<file path="src/rtl/sobel_pkg.sv">
// Shared definitions for the sobel post-filter controller: view-mode encoding,
// the shadowed host-configuration record and reset defaults.
package sobel_pkg;

  localparam int         SOBEL_CNT_W       = 12;
  localparam logic [7:0] SOBEL_DEFAULT_THR = 8'd64;

  typedef enum logic [1:0] {
    MODE_PASS = 2'd0,
    MODE_MAG  = 2'd1,
    MODE_THR  = 2'd2,
    MODE_OVL  = 2'd3
  } mode_t;

  typedef struct packed {
    mode_t      mode;
    logic [7:0] thr;
    logic [3:0] border;
  } cfg_t;

  function automatic logic [23:0] gray3(input logic [7:0] s);
    return {s, s, s};
  endfunction

endpackage

</file>
<file path="src/rtl/sobel_pos_tracker.sv">
// Pixel/line position tracker: de/vsync edge detect, x/y counters, measured frame dimensions.
// Latency: geometry for the current pixel is combinational; measurements register on line/frame edges.
// Backpressure: none, free-running video stream.
module sobel_pos_tracker
  import sobel_pkg::*;
#(
  parameter int CNT_W = SOBEL_CNT_W
) (
  input  logic             clk,
  input  logic             rst,
  input  logic             de_in,
  input  logic             v_sync_in,
  output logic             frame_start,
  output logic [CNT_W-1:0] pix_x,
  output logic [CNT_W-1:0] pix_y,
  output logic [CNT_W-1:0] lim_height,
  output logic             lim_valid,
  output logic [CNT_W-1:0] meas_width,
  output logic [CNT_W-1:0] meas_height,
  output logic [15:0]      frame_cnt
);

  localparam logic [CNT_W-1:0] CNT_MAX = '1;
  localparam logic [CNT_W-1:0] CNT_ONE = 1;

  logic             de_prev;
  logic             vs_prev;
  logic             de_fall;
  logic             dims_valid;
  logic [CNT_W-1:0] x;
  logic [CNT_W-1:0] y;
  logic [CNT_W-1:0] y_next;

  // A frame start on the same clock as a pixel wins: that pixel already sees y=0
  // and the freshly latched frame dimensions.
  always_comb begin
    frame_start = v_sync_in & ~vs_prev;
    de_fall     = de_prev & ~de_in;
    pix_x       = x;
    pix_y       = frame_start ? '0 : y;
    lim_height  = frame_start ? y : meas_height;
    lim_valid   = frame_start ? ((meas_width != '0) && (y != '0)) : dims_valid;
    y_next      = pix_y;
    if (de_fall && (pix_y != CNT_MAX)) y_next = pix_y + CNT_ONE;
  end

  always_ff @(posedge clk) begin
    if (rst) begin
      de_prev     <= 1'b0;
      vs_prev     <= 1'b0;
      dims_valid  <= 1'b0;
      x           <= '0;
      y           <= '0;
      meas_width  <= '0;
      meas_height <= '0;
      frame_cnt   <= 16'd0;
    end else begin
      de_prev <= de_in;
      vs_prev <= v_sync_in;
      y       <= y_next;
      if (de_in) begin
        if (x != CNT_MAX) x <= x + CNT_ONE;
      end else begin
        x <= '0;
      end
      if (de_fall) meas_width <= x;
      if (frame_start) begin
        meas_height <= y;
        frame_cnt   <= frame_cnt + 16'd1;
        dims_valid  <= lim_valid;
      end
    end
  end

endmodule

</file>
<file path="src/rtl/sobel_ctrl.sv">
// Sobel post-filter controller: border blanking, view-mode select, edge threshold; SOBEL_CTRL_STATS_EN adds an edge counter.
// Latency: exactly 1 clk for pixel and all syncs; host config takes effect at the next vsync rise.
// Backpressure: none, output follows the input stream cycle for cycle.
module sobel_ctrl
  import sobel_pkg::*;
#(
  parameter int         CNT_W       = SOBEL_CNT_W,
  parameter logic [7:0] DEFAULT_THR = SOBEL_DEFAULT_THR
) (
  input  logic             clk,
  input  logic             rst,
  input  logic             de_in,
  input  logic             h_sync_in,
  input  logic             v_sync_in,
  input  logic [23:0]      pixel_in,
  input  logic [1:0]       cfg_mode,
  input  logic [7:0]       cfg_thr,
  input  logic [3:0]       cfg_border,
  output logic             de_out,
  output logic             h_sync_out,
  output logic             v_sync_out,
  output logic [23:0]      pixel_out,
  output logic [CNT_W-1:0] meas_width,
  output logic [CNT_W-1:0] meas_height,
  output logic [15:0]      frame_cnt,
  output logic [23:0]      edge_count
);

  logic             frame_start;
  logic [CNT_W-1:0] pix_x;
  logic [CNT_W-1:0] pix_y;
  logic [CNT_W-1:0] lim_height;
  logic             lim_valid;

  sobel_pos_tracker #(.CNT_W(CNT_W)) u_pos (
    .clk         (clk),
    .rst         (rst),
    .de_in       (de_in),
    .v_sync_in   (v_sync_in),
    .frame_start (frame_start),
    .pix_x       (pix_x),
    .pix_y       (pix_y),
    .lim_height  (lim_height),
    .lim_valid   (lim_valid),
    .meas_width  (meas_width),
    .meas_height (meas_height),
    .frame_cnt   (frame_cnt)
  );

  cfg_t shadow;
  cfg_t cfg_in;
  cfg_t cfg_eff;

  always_comb begin
    cfg_in.mode   = mode_t'(cfg_mode);
    cfg_in.thr    = cfg_thr;
    cfg_in.border = cfg_border;
    cfg_eff       = frame_start ? cfg_in : shadow;
  end

  // One extra bit lets x+B be compared against the width without underflow
  // when the measured width is smaller than the border.
  logic [CNT_W:0] b_ext;
  logic [CNT_W:0] x_ext;
  logic [CNT_W:0] y_ext;
  logic [CNT_W:0] w_ext;
  logic [CNT_W:0] h_ext;
  logic           lead;
  logic           trail;
  logic           border;

  always_comb begin
    b_ext  = {{(CNT_W-3){1'b0}}, cfg_eff.border};
    x_ext  = {1'b0, pix_x};
    y_ext  = {1'b0, pix_y};
    w_ext  = {1'b0, meas_width};
    h_ext  = {1'b0, lim_height};
    lead   = (x_ext < b_ext) || (y_ext < b_ext);
    trail  = lim_valid && (((x_ext + b_ext) >= w_ext) || ((y_ext + b_ext) >= h_ext));
    border = (cfg_eff.border != 4'd0) && (lead || trail);
  end

  logic [7:0]  s_mag;
  logic        is_edge;
  logic [23:0] pix_nxt;

  always_comb begin
    s_mag   = pixel_in[23:16];
    is_edge = (s_mag >= cfg_eff.thr);
    pix_nxt = 24'h000000;
    if (de_in) begin
      if (cfg_eff.mode == MODE_PASS) begin
        pix_nxt = pixel_in;
      end else if (!border) begin
        case (cfg_eff.mode)
          MODE_MAG: pix_nxt = gray3(s_mag);
          MODE_THR: pix_nxt = is_edge ? 24'hFFFFFF : 24'h000000;
          MODE_OVL: pix_nxt = {(is_edge ? 8'hFF : 8'h00), pixel_in[15:0]};
          default:  pix_nxt = 24'h000000;
        endcase
      end
    end
  end

  always_ff @(posedge clk) begin
    if (rst) begin
      de_out        <= 1'b0;
      h_sync_out    <= 1'b0;
      v_sync_out    <= 1'b0;
      pixel_out     <= 24'h000000;
      shadow.mode   <= MODE_PASS;
      shadow.thr    <= DEFAULT_THR;
      shadow.border <= 4'd0;
    end else begin
      de_out     <= de_in;
      h_sync_out <= h_sync_in;
      v_sync_out <= v_sync_in;
      pixel_out  <= pix_nxt;
      if (frame_start) shadow <= cfg_eff;
    end
  end

`ifdef SOBEL_CTRL_STATS_EN
  logic [23:0] edge_acc;
  logic        edge_hit;

  assign edge_hit = is_edge & ~border & de_in;

  // The pixel arriving with the vsync rise belongs to the new frame's count.
  always_ff @(posedge clk) begin
    if (rst) begin
      edge_acc   <= 24'd0;
      edge_count <= 24'd0;
    end else if (frame_start) begin
      edge_count <= edge_acc;
      edge_acc   <= {23'd0, edge_hit};
    end else if (edge_hit && (edge_acc != 24'hFFFFFF)) begin
      edge_acc <= edge_acc + 24'd1;
    end
  end
`else
  assign edge_count = 24'd0;
`endif

endmodule

</file>
<file path="config.mk">
export PLATFORM = sky130hd
export DESIGN_NAME = sobel_ctrl
export DESIGN_NICKNAME = d
export VERILOG_FILES = /design/src/rtl/sobel_pkg.sv /design/src/rtl/sobel_pos_tracker.sv /design/src/rtl/sobel_ctrl.sv
export SDC_FILE = /design/constraint.sdc
export NUM_CORES = 1
export LEC_CHECK = 0
export BUFFER_PORTS_ARGS = -buffer_cell sky130_fd_sc_hd__clkbuf_2
export CAP_MARGIN = 5
export CORE_MARGIN = 2
export CORE_UTILIZATION = 31
export CTS_CLUSTER_DIAMETER = 40
export DETAILED_ROUTE_END_ITERATION = 6
export GPL_TIMING_DRIVEN = 0
export PLACE_DENSITY_LB_ADDON = 0.08
export SLEW_MARGIN = 20
export SYNTH_ARGS = -nofsm -noshare
export SYNTH_HDL_FRONTEND = slang
export SYNTH_SLANG_ARGS = --single-unit
</file>
<file path="constraint.sdc">
create_clock -name clk -period 6.65 [get_ports clk]
set_input_delay 1.33 -clock clk [delete_from_list [all_inputs] [get_ports clk]]
set_output_delay 1.33 -clock clk [all_outputs]
set_load 0.02 [all_outputs]
</file>
==> impl_metrics.ini <==
[outcome]
status = finished with violations
violations = design-rule violations

[clock_tree]
clock_latency_ps = 360
clockBufferDepth = 2
h-tree-depth = 3
cts_sinks = 106
ctsHoldBuffers = 0
postCtsSetupBuffers = 0
clk_pin_slew_ps = 80
cts_resized = 0
cts_tree = yes
cts_buffers = 9
clock-root-buffer = clkbuf_16

[yosys]
syn_area_um2 = 5740
postSynthCellCount = 683
yosys_register_bits = 106
synthArstFlopShare_pct = 0
ys_seq_area_share_pct = 36.9
syn_avg_cell_area_um2 = 8.41
yosys_most_used_dff = dfxtp_1
synth_top_area_share_pct = 36.9
synth_edf_count = 0
ys_top_cells_by_area = dfxtp_1 (37%), ha_1 (9.8%), nand2_1 (5.9%)
ys_warn_count = 0
synth_top_cell_by_area = dfxtp_1
yosysUniqueCellTypes = 53

[hold_path]
hp-class = flop to flop
hold_start = shadow[4]$_SDFFE_PP0P_

[global_route]
grt_use_met1_pct = 22.8
grtUsageTotal_pct = 16.9
busiest_layer = met2
grt_pass1_vias = 5022
grtUsageMet3_pct = 4.07
grt_max_degree = 20
grt_overflow_total = 0
antenna_found_initial = 0
grt_pass1_wl_um = 26300
gr-usage-met2_pct = 27.0

[layout]
drive_above_1_share_pct = 20.1
final_common_cell = clkbuf_2
multi_input_area_um2 = 3300
seqCellArea_um2 = 2120
syn_to_final_growth_pct = 21.1
nets = 914
n_antenna_cell = 0
final_area_um2 = 6960
final_cell_mix = clkbuf_2 (110), dfxtp_1 (106), nand2_1 (90), nor2_1 (69), a21oi_1 (51)
fillers = 1857

[placement]
preCtsSetupSlack_ps = -728
dp.final_hpwl_um = 12700
place_area_um2 = 6660
port_buffers = 109
place.gp.congestion = 0.837

[routing]
viasPerCell = 4.83
vias = 5118
wl_per_cell_um = 15.4
ant_nets = 0
routed_wl_um = 16300
first_iter_violations = 318
drc = 8
drt_pass1_iterations = 7

[die]
start_util_pct = 31.8
die_h_um = 140
die-area_um2 = 19600
pin_count = 134
fp-row-count = 49
core_um2 = 18100
dieWidth_um = 140

[sta]
timing.hold.ws_ps = 477
period_needed_ps = 6120
finalWorstSetupSlack_ps = 528
min_period_over_period_pct = 92.1
hold_viol = 0
slew_violations = 0
skew_ps = 9.30
setup-violations-final = 0
worst-slew-pin-transition_ps = 1030
rsz0062_at_grt = false
slew_headroom_pct = 30.4
fmax_ghz = 0.163

[critical_path]
cp-end-kind = flop
cp_num_buf_inv = 6
rr_startpoint = u_pos.vs_prev$_SDFF_PP0_
cp-start-kind = input pin
critical_path.max_stage_delay_ps = 450
crit_family = buffers and inverters
critPathMaxFanout = 19
crit_chain = clkbuf_2 -> nor2b_1 -> buf_2 -> clkbuf_4 -> clkbuf_2 -> nor2_1 -> ha_1 -> inv_1 -> nor3_1 -> a311o_1 -> nand3_1 -> xor2_1 -> nor2_1 -> ha_1 -> a21oi_1 -> nor2_1 -> a2111oi_0 -> a21oi_1 -> nor4_4 -> o21ai_2 -> buf_2 -> o22ai_1
worstPathArrival_ps = 6410
critPathRequiredTime_ps = 6940
worstSetupPathType = input pin to flop
critPathMostFrequentCell = nor2_1
cp_slowest_cell = a311o_1
startpoint = v_sync_in

[pwr]
powerDensity_nw_per_um2 = 202
p_leak_nw = 3.24
peakVddDrop_uv = 123

[flow_run]
drv_cap = 0
-- power breakdown --
part / total, mW / internal (mW) / switching [mW]
registers: 0.660 / 0.651 / 0.00893
clock network: 0.549 / 0.274 / 0.275
logic: 0.198 / 0.0739 / 0.124
total: 1.41 / 0.999 / 0.408
-- state kept, by name (all words and copies together) (netlist names) --
name	cells
u_pos.de_prev	1
u_pos.y	12
h_sync_out	1
u_pos.meas_height	12
u_pos.dims_valid	1
u_pos.frame_cnt	16
shadow	14
u_pos.vs_prev	1
u_pos.meas_width	12
u_pos.pix_x	12
pixel_out	24
-- per-stage QoR --
stage          instances  power, mW  TNS (ps)  util (%)
2_1_floorplan        706      0.810         0         -
3_3_place_gp        1044      0.873    -16270      36.8
3_5_place_dp        1044      0.876    -15370      36.8
4_1_cts             1059       1.43         0      38.4
5_1_grt             1059       1.48         0      38.5
6_report            1059       1.41         0      38.5
-- area by class of cell --
class	count	share of cell area, %
clock buffers	10	3.44
clock inverters	6	0.791
flip-flops and latches	106	30.5
inverters	24	1.29
well taps	229	4.12
repair buffers	109	7.84
plain buffers	56	4.60
multi-input cells	519	47.4
-- Yosys cell counts (all sizes together), types with 2 or more instances --
| library cell | count |
|---|---|
| inv | 24 |
| nand4 | 8 |
| nor2b | 10 |
| nor2 | 69 |
| nand3 | 17 |
| clkbuf | 23 |
| nand2 | 90 |
| o311a | 2 |
| nor3 | 12 |
| mux2i | 24 |
| ha | 45 |
| a21o | 15 |
| xor2 | 25 |
| nor4 | 10 |
| xnor2 | 17 |
| buf | 34 |
| o211a | 2 |
| nand2b | 11 |
| and2 | 2 |
| and3 | 15 |
| or3 | 8 |
| a31oi | 9 |
| dfxtp | 106 |
| o22ai | 16 |
| a211o | 2 |
| o21ai | 17 |
| a21oi | 52 |
| a211oi | 3 |
-- final timing paths --
kind / depth (start not counted) / slack (ps) / endpoint
hold / removal: 2 / 480 / shadow[4]$_SDFFE_PP0P_
setup / recovery: 22 / 530 / pixel_out[8]$_SDFF_PP0_
hold reg to reg: 2 / 480 / shadow[4]$_SDFFE_PP0P_
setup reg to reg: 21 / 1330 / pixel_out[8]$_SDFF_PP0_
-- kinds of logic after synthesis --
kind of cell | Yosys count | share of synthesized area (%)
and+or+nand+nor | 254 | 20.8
AOI/OAI and AO/OA | 128 | 14.1
DFF | 106 | 36.9
buffers and inverters | 81 | 7.14
adders and majority gates | 46 | 10.2
xor gates and xnor gates | 42 | 6.40
muxes | 25 | 4.44
other | 1 | 0.0653
-- worst min-delay path: stages, from the launching register on --
cell and delay, ps:
dfxtp_1 300, nand2_1 70, a21oi_1 60
-- routing by layer --
metal / routed length [um] / vias to the layer above / part of all wire, %
li1: - / 2599 / -
met3: 954 / 15 / 5.8
met5: 0 / - / 0
met4: 190 / 0 / 1.2
met1: 7760 / 2369 / 48
met2: 7410 / 135 / 45
No activity file was read; power rests on OpenSTA's default activity.
